`src/rtl/crtc_config_sequencer.sv`:
```
// CRTC configuration sequencer: streams a 16-register mode table to the CRTC,
// then restores the CPU's last address write. Between loads it passes CPU accesses through.
module crtc_config_sequencer (
  input  logic       CLOCK,
  input  logic       nRESET,
  input  logic       CLKEN,
  input  logic       MODE_REQ,
  input  logic       MODE_SEL,
  input  logic       CPU_REQ,
  input  logic       CPU_RS,
  input  logic       CPU_R_nW,
  input  logic [7:0] CPU_DI,
  output logic       CPU_ACK,
  output logic [7:0] CPU_DO,
  output logic       CRTC_ENABLE,
  output logic       CRTC_nCS,
  output logic       CRTC_R_nW,
  output logic       CRTC_RS,
  output logic [7:0] CRTC_DI,
  input  logic [7:0] CRTC_DO,
  output logic       BUSY,
  output logic       DONE
);
  typedef enum logic [2:0] {ST_IDLE, ST_SEQ_ADDR, ST_SEQ_DATA, ST_RESTORE, ST_DONE} state_t;

  state_t      state_q, state_d;
  logic [3:0]  idx_q, idx_d;
  logic        sel_q, sel_d;
  logic [4:0]  shadow_q, shadow_d;
  logic        pend_q, pend_d;
  logic        boot_q, boot_d;
  logic [7:0]  cpu_do_q, cpu_do_d;
  logic        cpu_ack_q, cpu_ack_d;
  logic        cpu_rd_q, cpu_rd_d;
  logic        en_q, en_d;
  logic        ncs_q, ncs_d;
  logic        rnw_q, rnw_d;
  logic        rs_q, rs_d;
  logic [7:0]  di_q, di_d;
  logic        busy_q, busy_d;
  logic        done_q, done_d;
  logic        start;

  function automatic logic [7:0] tbl(input logic sel, input logic [3:0] i);
    logic [7:0] v;
    case (i)
      4'd0:    v = sel ? 8'h7E : 8'h3F;
      4'd1:    v = sel ? 8'h50 : 8'h28;
      4'd2:    v = sel ? 8'h5C : 8'h2E;
      4'd3:    v = sel ? 8'h3A : 8'h35;
      4'd4:    v = 8'h1E;
      4'd6:    v = 8'h19;
      4'd7:    v = 8'h1B;
      4'd9:    v = 8'h07;
      4'd10:   v = 8'h67;
      4'd11:   v = 8'h07;
      default: v = 8'h00;
    endcase
    return v;
  endfunction

  // boot_q forces one table-0 load after every reset release
  assign start = MODE_REQ | pend_q | boot_q;

  always_comb begin
    state_d   = state_q;
    idx_d     = idx_q;
    sel_d     = sel_q;
    shadow_d  = shadow_q;
    pend_d    = pend_q;
    boot_d    = boot_q;
    busy_d    = busy_q;
    done_d    = 1'b0;
    cpu_ack_d = 1'b0;
    cpu_rd_d  = 1'b0;
    cpu_do_d  = cpu_rd_q ? CRTC_DO : cpu_do_q;
    en_d      = 1'b0;
    rnw_d     = 1'b1;
    rs_d      = 1'b0;
    di_d      = 8'h00;
    if (busy_q && CLKEN && MODE_REQ) pend_d = 1'b1;
    case (state_q)
      ST_IDLE: if (CLKEN) begin
        if (start) begin
          state_d = ST_SEQ_ADDR;
          idx_d   = 4'd0;
          sel_d   = boot_q ? 1'b0 : MODE_SEL;
          boot_d  = 1'b0;
          pend_d  = 1'b0;
          busy_d  = 1'b1;
        end else if (CPU_REQ) begin
          en_d      = 1'b1;
          rnw_d     = CPU_R_nW;
          rs_d      = CPU_RS;
          di_d      = CPU_DI;
          cpu_ack_d = 1'b1;
          cpu_rd_d  = CPU_R_nW;
          if (!CPU_R_nW && !CPU_RS) shadow_d = CPU_DI[4:0];
        end
      end
      ST_SEQ_ADDR: if (CLKEN) begin
        en_d    = 1'b1;
        rnw_d   = 1'b0;
        di_d    = {4'h0, idx_q};
        state_d = ST_SEQ_DATA;
      end
      ST_SEQ_DATA: if (CLKEN) begin
        en_d  = 1'b1;
        rnw_d = 1'b0;
        rs_d  = 1'b1;
        di_d  = tbl(sel_q, idx_q);
        if (idx_q == 4'd15) state_d = ST_RESTORE;
        else begin
          idx_d   = idx_q + 4'd1;
          state_d = ST_SEQ_ADDR;
        end
      end
      ST_RESTORE: if (CLKEN) begin
        en_d    = 1'b1;
        rnw_d   = 1'b0;
        di_d    = {3'b000, shadow_q};
        state_d = ST_DONE;
        busy_d  = 1'b0;
        done_d  = 1'b1;
      end
      ST_DONE: begin
        state_d = ST_IDLE;
        idx_d   = 4'd0;
      end
      default: state_d = ST_IDLE;
    endcase
    ncs_d = ~en_d;
  end

  always_ff @(posedge CLOCK or negedge nRESET) begin
    if (!nRESET) begin
      state_q   <= ST_IDLE;
      idx_q     <= 4'd0;
      sel_q     <= 1'b0;
      shadow_q  <= 5'd0;
      pend_q    <= 1'b0;
      boot_q    <= 1'b1;
      cpu_do_q  <= 8'h00;
      cpu_ack_q <= 1'b0;
      cpu_rd_q  <= 1'b0;
      en_q      <= 1'b0;
      ncs_q     <= 1'b1;
      rnw_q     <= 1'b1;
      rs_q      <= 1'b0;
      di_q      <= 8'h00;
      busy_q    <= 1'b0;
      done_q    <= 1'b0;
    end else begin
      state_q   <= state_d;
      idx_q     <= idx_d;
      sel_q     <= sel_d;
      shadow_q  <= shadow_d;
      pend_q    <= pend_d;
      boot_q    <= boot_d;
      cpu_do_q  <= cpu_do_d;
      cpu_ack_q <= cpu_ack_d;
      cpu_rd_q  <= cpu_rd_d;
      en_q      <= en_d;
      ncs_q     <= ncs_d;
      rnw_q     <= rnw_d;
      rs_q      <= rs_d;
      di_q      <= di_d;
      busy_q    <= busy_d;
      done_q    <= done_d;
    end
  end

  assign CPU_ACK     = cpu_ack_q;
  assign CPU_DO      = cpu_do_q;
  assign CRTC_ENABLE = en_q;
  assign CRTC_nCS    = ncs_q;
  assign CRTC_R_nW   = rnw_q;
  assign CRTC_RS     = rs_q;
  assign CRTC_DI     = di_q;
  assign BUSY        = busy_q;
  assign DONE        = done_q;
endmodule

```
`config.mk`:
```
export PLATFORM = sky130hd
export DESIGN_NAME = crtc_config_sequencer
export DESIGN_NICKNAME = d
export VERILOG_FILES = /design/src/rtl/crtc_config_sequencer.sv
export SDC_FILE = /design/constraint.sdc
export NUM_CORES = 1
export LEC_CHECK = 0
export CORE_ASPECT_RATIO = 1.25
export CORE_MARGIN = 2
export CORE_UTILIZATION = 40
export CTS_CLUSTER_SIZE = 25
export DETAILED_ROUTE_END_ITERATION = 16
export GPL_TIMING_DRIVEN = 0
export PLACE_DENSITY = 0.8
export SETUP_SLACK_MARGIN = 0.4
export SYNTH_ARGS = -nofsm -noshare
export SYNTH_HDL_FRONTEND = slang
export SYNTH_SLANG_ARGS = --single-unit
export TNS_END_PERCENT = 5
```
`constraint.sdc`:
```
create_clock -name CLOCK -period 1.59 [get_ports CLOCK]
set_input_delay 0.318 -clock CLOCK [delete_from_list [all_inputs] [get_ports CLOCK]]
set_output_delay 0.318 -clock CLOCK [all_outputs]
set_load 0.005 [all_outputs]
```
== Word level (Yosys, flattened, before mapping) ==
Index checks and enable logic that the tools add are counted.

* Add/subtract/negate cells: 1
* Multipliers: 0
* Div/mod/pow operators: 0
* $lt $le $gt $ge: 0
* Equal/unequal tests: 20
* Shift-type cells: 0
* Muxes and demuxes: 53
* Bitwise logic cells: 4
* Reductions and logical operators: 16

{| class="wikitable"
|+ Operators with widths
! kind !! count
|-
| $pmux W7 S9 || 1
|-
| $pmux W8 S4 || 1
|-
| $mux W7 || 4
|-
| $mux W1 || 25
|-
| $mux W4 || 6
|-
| $mux W8 || 3
|-
| $eq A4 B4 Y1 const B || 4
|-
| $mux W3 || 5
|-
| $reduce_and A5 Y1 || 3
|-
| $eq A4 B3 Y1 const B || 3
|-
| $ne A2 B2 Y1 const B || 6
|-
| $pmux W3 S4 || 1
|-
| $pmux W4 S3 || 1
|-
| $eq A4 B2 Y1 const B || 2
|-
| $pmux W1 S2 || 4
|-
| $eq A3 B2 Y1 const B || 2
|-
| $mux W5 || 1
|-
| $add A4 B1 Y4 const B || 1
|-
| $eq A4 B1 Y1 const B || 1
|-
| $logic_not A4 Y1 || 1
|-
| $reduce_and A4 Y1 || 1
|-
| $eq A3 B1 Y1 const B || 1
|-
| $eq A3 B3 Y1 const B || 1
|-
| $logic_and A1 B1 Y1 || 3
|-
| other kinds (10) || 13
|}

* Flip-flop bits (word level): 39
* Latch bits: 0
* Memory bits (writable): 0
* ROM bits: 0
* Logic and storage cells: 110
* Memories kept: 0

== Logic depth before layout (Yosys ltp) ==
Gate-level depths: netlist (run 1).

* Word-level depth: 6
* Mapped depth: 7

== Worst setup path after synthesis (run 1) ==
No wires, ideal clock.

* Path type: register to register
* From: register idx_q[0]
* To: register di_q[2] (netlist: CRTC_DI[2])
* Library setup time: 0.126 ns
* Data arrival time: 1.606 ns
* Path slack: -0.142 ns
* Cell stages (with the launch flop): 8
* Path buffers: 1
* Period minus slack after synthesis: 1.732 ns
* Path through: dfrtp_1 inv_1 ha_1 clkbuf_1 nor3_1 o22ai_1 and2_1 a221o_1

* Cells in the longest elaborated chain, start to end: 5

{| class="wikitable"
|+ Ends and longest elaborated chain
! what !! RTL line !! source
|-
| start: declaration || 27 || <nowiki>logic [3:0] idx_q, idx_d;</nowiki>
|-
| start signal: assignment || 155 || <nowiki>idx_q <= idx_d;</nowiki>
|-
| $eq A4 B4 Y1 || 46 || <nowiki>case (i)</nowiki>
|-
| $reduce_or A2 Y1 (no line) || -- ||
|-
| $pmux W7 S9 * || 46 ||
|-
| $mux W7 * || 107 || <nowiki>ST_SEQ_DATA: if (CLKEN) begin</nowiki>
|-
| $pmux W8 S4 * || 82 || <nowiki>case (state_q)</nowiki>
|-
| via di_d[2] || 39 || <nowiki>logic [7:0] di_q, di_d;</nowiki>
|-
| end signal: assignment || 167 || <nowiki>di_q <= di_d;</nowiki>
|-
| end: declaration || 39 ||
|}

The timed path passes the listed nets; every way through them passes the cells marked *.
A chain may end at the register's enable or synchronous reset.

== Worst setup path after layout (run 1) ==
Ends and elaborated chain as after synthesis.

==> flow_summary.ini, run 1 <==
[sta]
tightestPinTransition_ns = 0.849
maxSlewViolCount = 0
relSlewSlack = 0.434
fmax_ghz = 0.585
finalCritPeriodShare = 1.08
final-hold-violation-count = 0
min_period_ns = 1.71
setup_viol = 12
fin_skew_ns = 0.00889
rsz0062_at_grt = true
layout_setup_ws_ns = -0.120

[logic_synthesis]
synth_seq_cells = 39
avgSynthCellArea_um2 = 11.1
syn_nets = 197
syn_area_um2 = 1880
yosys_warnings = 0
synth_area_leaders = dfrtp_1, mux2_2, dfstp_2
synth_ff_type = dfrtp_1
synth_top_area_cell = dfrtp_1
async_flop_share = 1.00
synth_top_area_share = 0.479
synth_cells = 169
synth_edf_count = 0
ys_types = 43
synth-seq-area-share = 0.521

[clock_network]
clock_latency_ns = 0.29
tritoncts = built
htree_levels = 2
path_clk_slew_ns = 0.07
cts.sinks = 39
cts_buffer_depth = 2
cts_buffers = 5
cts_hold_buf = 0
cts_root_buffer = clkbuf_8

[layout]
nFillCells = 383
fin_nets = 257
diodes = 0
register_area_um2 = 983
fin_area_um2 = 2580
drive_gt1_frac = 0.343
finish.utilization = 0.580
multi_input_area_um2 = 902
area_delta_synth_final_pct = 37.6
fin_cells = 288

[worst_setup_path]
end_kind = flop
critPathBufInv = 1
rrSetupSlack_ns = -0.12
crit_path_max_fanout = 7
crit_required_ns = 1.76
critPathTopFamily = flip-flops
start_kind = flop
critPathArrivalTime_ns = 1.88
crit_path_top_delay_cell = dfrtp_2
rr_endpoint = CRTC_DI[2]
max_stage_delay_ns = 0.44
r2r-start = idx_q[0]
cp_cell_sequence = inv_2, ha_1, nor3_2, o22ai_2, and2_4, a221o_1
worstSetupPathType = flop to flop
reg2reg_depth = 6

[route]
wl_per_cell_um = 15.0
dr.pass1.iters = 4
drt_iter0_markers = 67
ant_nets = 0
drc = 0
vias = 1536
routed_wl_um = 4310
viasPerCell = 5.33

[floorplan]
ios = 47
core_um2 = 4460
dieArea_um2 = 5270
die_h_um = 80.6
start_util = 0.421
num_rows = 27
fp.dieW_um = 65.3

[run_status]
status = finished, violations left
violations = negative setup slack

[power]
comb_power_share = 0.460
clkPwrFrac = 0.154
powerDensity_nw_per_um2 = 1580
switching_share = 0.353
ir_worst_vdd_uv = 565
power.switching_uw = 1440
leakagePower_uw = 0.00120
p_int_uw = 2640
power_frac_seq = 0.385

[global_routing]
grt_use_total = 0.180
grt_pass1_vias = 1465
grt_pass1_wl_um = 7140
grt-ovfl-total = 0
antenna_found_initial = 0
grt_max_degree = 40

[min_path]
min_path_type = primary input to async pin

[placement]
gp_congestion = 0.851
place_area_um2 = 2420
hpwl_um = 2950
numPlacedInstances = 272
post-place-ws_ns = -0.447
io_buffers = 45

[flow_run]
cap_violations = 0
[registers in the layout (all words and copies together) (netlist names), 3 cells and up]
signal,count
CPU_DO,8
CRTC_DI,8
shadow_q,5
idx_q,4
state_q,3
[logic make-up after synthesis]
kind of cell,share of synthesized area
and+or+nand+nor,0.152
AOI/OAI and AO/OA,0.156
DFF,0.521
buffers and inverters,0.0453
muxes,0.0939
adders and majority gates,0.0266
xor gates and xnor gates,0.00466
[layer usage]
| layer | global-route usage | vias to the layer above | routed length [um] |
|---|---|---|---|
| met4 | 0.0771 | 0 | 73 |
| met2 | 0.316 | 60 | 2320 |
| met3 | 0.0406 | 7 | 236 |
| met1 | 0.207 | 746 | 1680 |
| met5 | 0 | - | 0 |
| li1 | - | 723 | - |
[final cells by class]
class                           count  share of cell area
Sequential cell                    39               0.380
Buffer                             11              0.0319
Clock inverter                      1             0.00194
Multi-Input combinational cell    111               0.349
Tap cell                           58              0.0281
Clock buffer                        7              0.0295
Inverter                            8              0.0116
Timing Repair Buffer               53               0.167
[Yosys cell counts (all sizes together) (5+ instances only)]
cell type	number
inv	8
clkbuf	6
buf	5
nand2	7
o21ai	9
nor3	6
nor2	10
mux2	13
dfrtp	36
a21oi	9
[worst register-to-register path: cells and delay by family, from the launching register on]
family	cells	cell delay, ns
buffers and inverters	1	0.07
DFF	1	0.44
AOI/OAI and AO/OA	2	0.40
adders and majority gates	1	0.28
and+or+nand+nor	2	0.40
[worst max path at each step]
stage                           from           to  slack, ns  cells after the start
after floorplan           state_q[1]  shadow_q[0]      -0.05                      5
after global placement        nRESET   CRTC_DI[6]      -0.65                      1
after detailed placement    MODE_REQ  shadow_q[4]      -0.45                      5
after CTS                 state_q[1]  shadow_q[4]      -0.17                      6
after global routing        idx_q[0]   CRTC_DI[3]      -0.20                      7
final                       idx_q[0]   CRTC_DI[2]      -0.12                      6
[power by group through the flow]
stage | Clock [uW] | Combinational (uW) | Sequential [uW]
after CTS | 641 | 1750 | 1560
after global routing | 702 | 2060 | 1610
after floorplan | 0 | 1040 | 1550
after detailed placement | 0 | 1740 | 1570
after global placement | 0 | 1700 | 1550
final | 629 | 1880 | 1570
[placed cells by master (no fill, tap or decap), drive strengths merged, types with 4 or more instances in the layout]
cell type       n
dfrtp          36
clkbuf         22
buf            22
clkdlybuf4s50  20
mux2           13
nor2           10
a21oi           9
o21ai           9
inv             8
nand2           7
clkdlybuf4s15   6
nor3            6
a31oi           4
a221o           4
nand2b          4
and2            4
nor2b           4
ha              4
nand3           4
[stage by stage]
stage          total power, uW  hold WS (ns)  TNS (ns)
5_1_grt                   4370         0.186     -1.96
2_1_floorplan             2600        0.0224    -0.349
6_report                  4080         0.127    -0.990
3_3_place_gp              3260         0.488    -28.45
3_5_place_dp              3310         0.474     -4.75
4_1_cts                   3950         0.160     -1.42
[what timing repair did]
item                                    CTS  global route
pin swaps                                 5             8
buffers inserted                          6             2
resized for setup                        81            29
endpoints found under the setup margin   52            51
endpoints found under the hold margin     0             0
Power figures use the tool's default switching activity.
==> inputs of run 2 (changes only) <==
--- a/config.mk
+++ b/config.mk
@@ -13,6 +13,7 @@
 export GPL_TIMING_DRIVEN = 0
 export PLACE_DENSITY = 0.8
 export SETUP_SLACK_MARGIN = 0.4
+export SKIP_CTS_REPAIR_TIMING = 1
 export SYNTH_ARGS = -nofsm -noshare
 export SYNTH_HDL_FRONTEND = slang
 export SYNTH_SLANG_ARGS = --single-unit
==> flow_summary.ini, run 2 (same netlist as run 1, synthesis figures left out) <==
[run_status]
status = finished, violations left
violations = negative setup slack

[route]
drc = 0
ant_nets = 0
drt_iter0_markers = 71
dr.pass1.iters = 4
routed_wl_um = 4210
viasPerCell = 5.27
vias = 1496
wl_per_cell_um = 14.8

[layout]
fin_cells = 284
final_common_cell = dfrtp_1
fin_nets = 253
drive_gt1_frac = 0.226
nFillCells = 381
area_delta_synth_final_pct = 39.6
diodes = 0
final_cell_mix = dfrtp_1, clkdlybuf4s50_1, dlymetal6s2s_1, nor2_1

[clock_network]
htree_levels = 2
cts_buffers = 5
tritoncts = built
cts.sinks = 39
cts_buffer_depth = 2
cts_root_buffer = clkbuf_8
clock_latency_ns = 0.29
path_clk_slew_ns = 0.07

[placement]
numPlacedInstances = 272
post-place-ws_ns = -0.447
gp_congestion = 0.851
io_buffers = 45
hpwl_um = 2950

[global_routing]
grt_max_degree = 40
grt_pass1_vias = 1398
antenna_found_initial = 0
grt_use_total = 0.170
grt-ovfl-total = 0
grt_pass1_wl_um = 6720

[flow_run]
cap_violations = 0

[worst_setup_path]
max_stage_delay_ns = 0.41
critPathTopFamily = simple AND/OR/NAND/NOR gates
critPathArrivalTime_ns = 2.06
worstSetupPathType = flop to flop
crit_required_ns = 1.77
path_common_cell = buf_6
crit_path_top_delay_cell = nor4b_4
crit_path_max_fanout = 4
start_kind = flop
end_kind = flop
critPathBufInv = 2
cp_cell_sequence = buf_6, nor4b_4, nand3_4, nor3_4, buf_6, mux2_4

[floorplan]
die_h_um = 80.6
core_um2 = 4460
num_rows = 27
fp.dieW_um = 65.3
dieArea_um2 = 5270
start_util = 0.421
ios = 47

[power]
comb_power_share = 0.450
power.switching_uw = 1370
leakagePower_uw = 0.00146
ir_worst_vdd_uv = 545
powerDensity_nw_per_um2 = 1510
switching_share = 0.344
p_int_uw = 2610
power_frac_seq = 0.391
clkPwrFrac = 0.159
power_uw = 3970

[sta]
maxSlewViolCount = 0
final-hold-violation-count = 0
setup_viol = 12
finalSetupTns_ns = -1.97
tightestPinTransition_ns = 0.855
fin_skew_ns = 0.0112
relSlewSlack = 0.430
finalCritPeriodShare = 1.18
min_period_ns = 1.88
fmax_ghz = 0.531
rsz0062_at_grt = true
layout_setup_ws_ns = -0.294
worst_hold_slack_ns = 0.130

[min_path]
min_path_type = primary input to async pin
## run 2: metrics by stage
stage                     area (um^2)  utilization
final                            2620        0.588
after global routing             2620        0.588
after floorplan                  1900            -
after global placement           2420        0.543
after CTS                        2500        0.560
after detailed placement         2420        0.542
## run 2: layer usage
metal,vias to the layer above,GRT usage,share of wire
met5,-,0,0
met1,710,0.196,0.40
met2,57,0.301,0.51
met4,0,0.0688,0.023
li1,721,-,-
met3,8,0.0406,0.058
## run 2: power by group through the flow
stage	logic (uW)	clock network (uW)	registers [uW]
detailed placement	1740	0	1570
floorplan	1040	0	1550
CTS	1760	641	1550
finish	1790	632	1550
global route	1960	704	1600
global placement	1700	0	1550
## run 2: final timing paths
check	start	to	slack, ns	depth (start not counted)
max in group asynchronous	nRESET	idx_q[0]	0.87	1
min	nRESET	DONE	0.13	1
min in group CLOCK	CLKEN	pend_q	0.41	3
max	state_q[1]	shadow_q[1]	-0.29	6
max reg2reg	state_q[1]	shadow_q[1]	-0.29	6
min reg2reg	CPU_DO[0]	CPU_DO[0]	0.50	1
## run 2: cell type report
class                           instances  area, um^2  share of cell area
Clock buffer                            7        76.3              0.0291
Inverter                                8        30.0              0.0114
Timing Repair Buffer                   49         524               0.200
Tap cell                               58        72.6              0.0277
Sequential cell                        39         982               0.374
Clock inverter                          1        5.00             0.00191
Multi-Input combinational cell        111         861               0.328
Buffer                                 11        72.6              0.0277
## run 2: worst reg2reg max path: cells and delay by family, from the launching register on
kind	cells	cell delay (ns)
simple gates	3	0.83
flops	1	0.38
mux	1	0.29
buf+inv	2	0.27
